$ cat src/rtl/keypad_pkg.sv
// Shared state type and phone-style symbol map for the matrix keypad scanner.
package keypad_pkg;

    typedef enum logic [1:0] {
        SCAN      = 2'd0,
        DEB_PRESS = 2'd1,
        HELD      = 2'd2,
        DEB_REL   = 2'd3
    } kp_state_e;

    localparam logic [3:0] SN = 4'd0;
    localparam logic [3:0] SA = 4'd1;
    localparam logic [3:0] SS = 4'd2;
    localparam logic [3:0] S0 = 4'd3;
    localparam logic [3:0] S1 = 4'd4;
    localparam logic [3:0] S2 = 4'd5;
    localparam logic [3:0] S3 = 4'd6;
    localparam logic [3:0] S4 = 4'd7;
    localparam logic [3:0] S5 = 4'd8;
    localparam logic [3:0] S6 = 4'd9;
    localparam logic [3:0] S7 = 4'd10;
    localparam logic [3:0] S8 = 4'd11;
    localparam logic [3:0] S9 = 4'd12;

    function automatic logic [3:0] keypad_4x3_symbol(input logic [3:0] code);
        logic [3:0] sym;
        case (code)
            4'd0:    sym = S1;
            4'd1:    sym = S2;
            4'd2:    sym = S3;
            4'd3:    sym = S4;
            4'd4:    sym = S5;
            4'd5:    sym = S6;
            4'd6:    sym = S7;
            4'd7:    sym = S8;
            4'd8:    sym = S9;
            4'd9:    sym = SA;
            4'd10:   sym = S0;
            4'd11:   sym = SS;
            default: sym = SN;
        endcase
        return sym;
    endfunction

endpackage

$ cat src/rtl/key_debounce.sv
// Saturating count of consecutive clocks on which the watched level is stable.
module key_debounce
    import keypad_pkg::*;
#(
    parameter int DEBOUNCE_CYC = 8
) (
    input  logic clk,
    input  logic rst_n,
    input  logic clear,
    input  logic stable,
    output logic done
);
    localparam int CNT_W = $clog2(DEBOUNCE_CYC + 1);
    localparam logic [CNT_W-1:0] CNT_MAX = CNT_W'(DEBOUNCE_CYC);

    logic [CNT_W-1:0] cnt_q;
    logic [CNT_W-1:0] cnt_d;

    // Next count: restart on clear or instability, saturate at the target.
    always_comb begin
        cnt_d = cnt_q;
        if (clear || !stable) begin
            cnt_d = {CNT_W{1'b0}};
        end else if (cnt_q != CNT_MAX) begin
            cnt_d = cnt_q + CNT_W'(1);
        end else begin
            cnt_d = cnt_q;
        end
    end

    // Counter register.
    always_ff @(posedge clk) begin
        if (!rst_n) begin
            cnt_q <= {CNT_W{1'b0}};
        end else begin
            cnt_q <= cnt_d;
        end
    end

    assign done = (cnt_q == CNT_MAX);

endmodule

$ cat src/rtl/keypad_scanner.sv
// Matrix keypad scanner: one-hot column strobing, press/release debounce,
// registered key index with single-cycle event strobes and auto-repeat.
module keypad_scanner
    import keypad_pkg::*;
#(
    parameter int ROWS         = 4,
    parameter int COLS         = 3,
    parameter int SCAN_DIV     = 4,
    parameter int DEBOUNCE_CYC = 8,
    parameter int REPEAT_DELAY = 32,
    parameter int REPEAT_RATE  = 16,
    parameter int CODE_W       = $clog2(ROWS * COLS)
) (
    input  logic              clk,
    input  logic              rst_n,
    input  logic [ROWS-1:0]   key_row,
    input  logic              repeat_en,
    output logic [COLS-1:0]   key_col,
    output logic [CODE_W-1:0] key_code,
    output logic              key_valid,
    output logic              key_held,
    output logic              key_release
);
    localparam int DIV_W   = $clog2(SCAN_DIV);
    localparam int COL_W   = $clog2(COLS);
    localparam int ROW_W   = (ROWS > 1) ? $clog2(ROWS) : 1;
    localparam int REP_MAX = (REPEAT_DELAY > REPEAT_RATE) ? REPEAT_DELAY : REPEAT_RATE;
    localparam int REP_W   = $clog2(REP_MAX + 1);
    localparam logic [DIV_W-1:0] DWELL_LAST = DIV_W'(SCAN_DIV - 1);
    localparam logic [COL_W-1:0] COL_LAST   = COL_W'(COLS - 1);
    localparam logic [COLS-1:0]  COL_FIRST  = {1'b1, {(COLS-1){1'b0}}};

    kp_state_e         state_q, state_d;
    logic [DIV_W-1:0]  dwell_q, dwell_d;
    logic [COL_W-1:0]  col_q, col_d;
    logic [COLS-1:0]   key_col_q, key_col_d;
    logic [ROW_W-1:0]  row_q, row_d;
    logic [REP_W-1:0]  rep_q, rep_d;
    logic              rep_first_q, rep_first_d;
    logic [CODE_W-1:0] key_code_q, key_code_d;
    logic              key_valid_q, key_valid_d;
    logic              key_held_q, key_held_d;
    logic              key_release_q, key_release_d;

    logic [ROW_W-1:0]  hit_idx_s;
    logic [COL_W-1:0]  col_next_s;
    logic [COLS-1:0]   key_col_next_s;
    logic              row_sel_s;
    logic              rep_fire_s;
    logic              accept_s;
    logic              deb_clear_s;
    logic              deb_stable_s;
    logic              deb_done_s;

    // Highest set row bit wins when several rows are high.
    always_comb begin
        hit_idx_s = {ROW_W{1'b0}};
        for (int i = 0; i < ROWS; i++) begin
            hit_idx_s = key_row[i] ? ROW_W'(i) : hit_idx_s;
        end
    end

    assign row_sel_s      = key_row[row_q];
    assign col_next_s     = (col_q == COL_LAST) ? {COL_W{1'b0}} : col_q + COL_W'(1);
    assign key_col_next_s = {key_col_q[0], key_col_q[COLS-1:1]};
    assign rep_fire_s     = rep_first_q ? (rep_q == REP_W'(REPEAT_RATE - 1))
                                        : (rep_q == REP_W'(REPEAT_DELAY - 1));

    // Press watches the row high, release watches it low; the count carries
    // from HELD into DEB_REL so the first low clock already counts.
    assign deb_stable_s = (state_q == DEB_PRESS) ? row_sel_s : ~row_sel_s;
    assign deb_clear_s  = (state_q == SCAN) | accept_s;

    key_debounce #(
        .DEBOUNCE_CYC (DEBOUNCE_CYC)
    ) u_debounce (
        .clk    (clk),
        .rst_n  (rst_n),
        .clear  (deb_clear_s),
        .stable (deb_stable_s),
        .done   (deb_done_s)
    );

    // Scan / lock state machine and output next-state logic.
    always_comb begin
        state_d       = state_q;
        dwell_d       = dwell_q;
        col_d         = col_q;
        key_col_d     = key_col_q;
        row_d         = row_q;
        rep_d         = rep_q;
        rep_first_d   = rep_first_q;
        key_code_d    = key_code_q;
        key_held_d    = key_held_q;
        key_valid_d   = 1'b0;
        key_release_d = 1'b0;
        accept_s      = 1'b0;
        case (state_q)
            SCAN: begin
                if (dwell_q != DWELL_LAST) begin
                    dwell_d = dwell_q + DIV_W'(1);
                end else if (|key_row) begin
                    row_d   = hit_idx_s;
                    state_d = DEB_PRESS;
                end else begin
                    dwell_d   = {DIV_W{1'b0}};
                    col_d     = col_next_s;
                    key_col_d = key_col_next_s;
                end
            end
            DEB_PRESS: begin
                if (!row_sel_s) begin
                    state_d   = SCAN;
                    dwell_d   = {DIV_W{1'b0}};
                    col_d     = col_next_s;
                    key_col_d = key_col_next_s;
                end else if (deb_done_s) begin
                    accept_s    = 1'b1;
                    state_d     = HELD;
                    key_code_d  = CODE_W'((ROWS - 1 - int'(row_q)) * COLS + int'(col_q));
                    key_valid_d = 1'b1;
                    key_held_d  = 1'b1;
                    rep_d       = {REP_W{1'b0}};
                    rep_first_d = 1'b0;
                end else begin
                    state_d = DEB_PRESS;
                end
            end
            HELD: begin
                if (!row_sel_s) begin
                    state_d = DEB_REL;
                end else if (!repeat_en) begin
                    rep_d       = {REP_W{1'b0}};
                    rep_first_d = 1'b0;
                end else if (rep_fire_s) begin
                    key_valid_d = 1'b1;
                    rep_d       = {REP_W{1'b0}};
                    rep_first_d = 1'b1;
                end else begin
                    rep_d = rep_q + REP_W'(1);
                end
            end
            DEB_REL: begin
                if (row_sel_s) begin
                    state_d = HELD;
                end else if (deb_done_s) begin
                    key_release_d = 1'b1;
                    key_held_d    = 1'b0;
                    state_d       = SCAN;
                    dwell_d       = {DIV_W{1'b0}};
                    col_d         = col_next_s;
                    key_col_d     = key_col_next_s;
                end else begin
                    state_d = DEB_REL;
                end
            end
            default: begin
                state_d = SCAN;
            end
        endcase
    end

    // State and output registers with synchronous active-low reset.
    always_ff @(posedge clk) begin
        if (!rst_n) begin
            state_q       <= SCAN;
            dwell_q       <= {DIV_W{1'b0}};
            col_q         <= {COL_W{1'b0}};
            key_col_q     <= COL_FIRST;
            row_q         <= {ROW_W{1'b0}};
            rep_q         <= {REP_W{1'b0}};
            rep_first_q   <= 1'b0;
            key_code_q    <= {CODE_W{1'b0}};
            key_valid_q   <= 1'b0;
            key_held_q    <= 1'b0;
            key_release_q <= 1'b0;
        end else begin
            state_q       <= state_d;
            dwell_q       <= dwell_d;
            col_q         <= col_d;
            key_col_q     <= key_col_d;
            row_q         <= row_d;
            rep_q         <= rep_d;
            rep_first_q   <= rep_first_d;
            key_code_q    <= key_code_d;
            key_valid_q   <= key_valid_d;
            key_held_q    <= key_held_d;
            key_release_q <= key_release_d;
        end
    end

    assign key_col     = key_col_q;
    assign key_code    = key_code_q;
    assign key_valid   = key_valid_q;
    assign key_held    = key_held_q;
    assign key_release = key_release_q;

endmodule

$ cat config.mk
export PLATFORM = sky130hd
export DESIGN_NAME = keypad_scanner
export DESIGN_NICKNAME = d
export VERILOG_FILES = /design/src/rtl/keypad_pkg.sv /design/src/rtl/key_debounce.sv /design/src/rtl/keypad_scanner.sv
export SDC_FILE = /design/constraint.sdc
export NUM_CORES = 1
export LEC_CHECK = 0
export ABC_AREA = 1
export BUFFER_PORTS_ARGS = -buffer_cell sky130_fd_sc_hd__buf_2
export CORE_AREA = 2 2 76 78
export CTS_CLUSTER_DIAMETER = 40
export DETAILED_ROUTE_END_ITERATION = 10
export DIE_AREA = 0 0 78 80
export GPL_TIMING_DRIVEN = 0
export PLACE_DENSITY = 0.62
export SLEW_MARGIN = 40
export SYNTH_ARGS = -nofsm -noshare
export SYNTH_HDL_FRONTEND = slang
export SYNTH_SLANG_ARGS = --single-unit
export TNS_END_PERCENT = 30
$ cat constraint.sdc
create_clock -name clk -period 2.6 [get_ports clk]
set_input_delay 0.26 -clock clk [delete_from_list [all_inputs] [get_ports clk]]
set_output_delay 0.26 -clock clk [all_outputs]
set_load 0.005 [all_outputs]
==> metrics.md <==
| Metric | Value |
|---|---|
| Status | `finished clean` |
| Synth Area in Compound Gates | `8.13%` |
| Synth Area in Simple Gates | `39.5%` |
| Largest net degree at the start of global routing | `11` |
| Hold WS | `266 ps` |
| CTS Hold Bufs | `0` |
| FF-to-FF Start | `row_q[0]` |
| Post-CTS setup buffer count | `0` |
| Max Slew Vio Count | `0` |
| Worst slew pin tran | `421 ps` |
| Vias in the first global route | `1470` |
| Register area share after synthesis | `31.2%` |
| Critical path class | `reg -> reg` |
| Startpoint types | `flop` |
| Cell mode on critical path | `ha_1` |
| VDD IR max | `0.000335 V` |
| Slowest stage delay, CP | `410 ps` |
| Routed WL | `3460 um` |
| Total CTS buffers | `5` |
| Via count | `1552` |
| Post-route setup slack | `584 ps` |
| Clock skew | `11.6 ps` |
| Later-pin clock latency in the skew report | `280 ps` |
| Final core utilization | `39.5%` |
| Port bufs | `16` |
| Hold Startpoint | `key_row[3]` |
| Largest family of logic cells by synthesized area | `simple AND/OR/NAND/NOR gates` |
| RSZ-0062 raised after global routing | `false` |
| Global route overflow | `0` |
| Clk Tree Root Cell | `clkbuf_8` |
| Worst hold stages | `3` |
| # nets final | `287` |
| Crit path max-delay cell type | `dfxtp_1` |
| Post-CTS sizing | `0` |
| Adder-cell area share of the yosys netlist | `11.1%` |
| Post-place instance area | `2030 sq um` |
| # rows | `27` |
| Period Utilization, post-route | `77.5%` |
| Die Width | `78 um` |
| Cells after Synth | `241` |
| HP Class | `in -> reg` |
| Global placer's final weighted congestion | `0.725` |
| Top FF cell, synth | `dfxtp_1` |
| Die Ht | `80 um` |
| Total global-route track usage | `12.7%` |
| CP Cell Sequence | `inv_2 -> ha_1 -> ha_1 -> ha_1 -> inv_1 -> fa_1 -> xor2_1 -> a21oi_1` |
| H-tree lvl count | `2` |
| Post-synth EDFFs | `0` |
| Peak Freq | `496 MHz` |
| Reg clk slew, reported paths | `70 ps` |
| Initial antenna violation count | `0` |
| Max-Cap Viols | `0` |
| First-pass GRT wire length | `6310 um` |
| Post-DR wirelength/cell | `10.3 um` |
| Worst R2R End | `key_code[3]` |
| CP Capture Type | `flop` |
| Worst Path Arrival | `2220 ps` |
| Core Footprint | `5410 sq um` |
| Most common cell after layout, fill and taps aside | `nand2_1` |
| Ports | `17` |
| DR pass1 iterations | `4` |
| Syn Area/Cell | `7.73 sq um` |
| Max FO, Critical Path | `5` |
| Via density | `4.61` |
| Syn_nets | `264` |
| Initial Util | `34.5%` |
| Pre-CTS WS | `610 ps` |
| Final Instance Area | `2130 sq um` |
| Req. time, crit path | `2810 ps` |
| Drt drc | `0` |
| Pleak | `0.963 nW` |
| Layout cells sized above 1 | `25.3%` |
| CTS sink count | `29` |
| Syn Std Cell Area | `1860 sq um` |
| Area grow syn2layout | `14.6%` |
| Yosys Warn Count | `0` |
| Most frequent cells in the layout | `50 x nand2_1, 30 x inv_1, 29 x dfxtp_1, 17 x nor2_1, 17 x a21oi_1` |
| Synth Register Bits | `29` |
| Post-Synth XOR/XNOR Area | `1.41%` |
| Post-layout min period | `2020 ps` |
| Worst Path Buf+Inv | `2` |
| Post-DP HPWL | `2700 um` |
| Final setup viols | `0` |
| R2R setup slack | `580 ps` |
| CTS tree | `yes` |
| R2R depth | `8` |
| CP delay by family, top | `adder cells` |
| Mux cell area share after synthesis | `0%` |
| Final setup TNS | `0 ps` |
| Worst Hold Path EP | `row_q[1]` |
| Die area | `6240 sq um` |
| Ys async rst share | `0%` |
| P per Cell Area | `753 nW/um^2` |
| Cell variety after synth | `30` |
| Pwr Total | `1.61 mW` |
| Final Hold Viols | `0` |
| Fin cells | `337` |
| Antenna Nets Post-Route | `0` |
| Clock Path Buffers | `2` |
| Placed instance count | `329` |
| Worst rel slew slack | `71.8%` |
| Antenna cell count | `0` |
| Iter 0 DRT Violations | `52` |
-- kinds of logic (layout without fill, tap and decap cells) --
kind of cell,Yosys count,after routing
fa+ha+maj,16,16
flops,29,29
buf+inv,39,63
xor+xnor,3,3
compound gates,27,27
simple gates,127,127
-- cell type report --
type | count | area (sq um)
Timing Repair Buffer | 16 | 80.1
Multi-Input combinational cell | 173 | 1120
Sequential cell | 29 | 581
Buffer | 3 | 26.3
Tap cell | 72 | 90.1
Fill cell | 584 | 3270
Inverter | 36 | 135
Clock inverter | 1 | 5.00
Clock buffer | 7 | 96.3
-- worst max-delay path by stage --
stage	slack (ps)	endpoint	start	cells after the start
floorplan	710	key_code[3]	row_q[1]	8
global placement	630	key_code[3]	row_q[1]	8
detailed placement	610	key_code[3]	row_q[0]	8
CTS	580	key_code[3]	row_q[0]	8
global route	440	key_col[2]	row_q[0]	10
finish	580	key_code[3]	row_q[0]	8
-- registers in the layout, summed over array words and instances (netlist names), 2 cells and up --
name,flops
key_code,4
state_q,2
key_col,3
dwell_q,2
u_debounce.cnt_q,4
col_q,2
rep_q,6
row_q,2
-- power breakdown --
| group | leakage (nW) | switching [mW] | total, mW | internal, mW |
|---|---|---|---|---|
| Combinational | 0.674 | 0.403 | 0.656 | 0.253 |
| Sequential | 0.235 | 0.0474 | 0.547 | 0.500 |
| Clock | 0.0542 | 0.165 | 0.404 | 0.239 |
-- synthesized netlist by cell type, types with 2 or more instances --
cell type   n  area share, %
nand3_4     4            3.8
nand3_2     5            2.7
nand2_8     2            2.1
dfxtp_1    29             31
nand2_4     3            1.8
nor3_1      3           0.81
xor2_1      2           0.94
inv_2       6            1.2
nor2_1     17            3.4
or2_2       2           0.67
o21ai_1     4            1.1
ha_1       15             10
o21ai_0     3           0.81
nand2_1    50             10
nor2_2     11            3.7
nand4_1    12            4.0
nand3_1    11            3.0
nand2_2     4            1.3
inv_1      30            6.0
a21oi_1    17            4.6
buf_6       2            1.2
-- metal layers --
metal	share of wire, %	track usage, %	up-vias
li1	-	-	822
met1	50	14.9	706
met2	45	21.5	19
met3	4.0	3.73	5
met4	1.4	5.26	0
met5	0	0	-
-- worst reg2reg max path, cell delays in order, from the launching register on --
cell and delay [ps]:
dfxtp_1 410, inv_2 90, ha_1 300, ha_1 280, ha_1 140, inv_1 50
fa_1 370, xor2_1 170, a21oi_1 130
No activity file was read; power rests on OpenSTA's default activity.
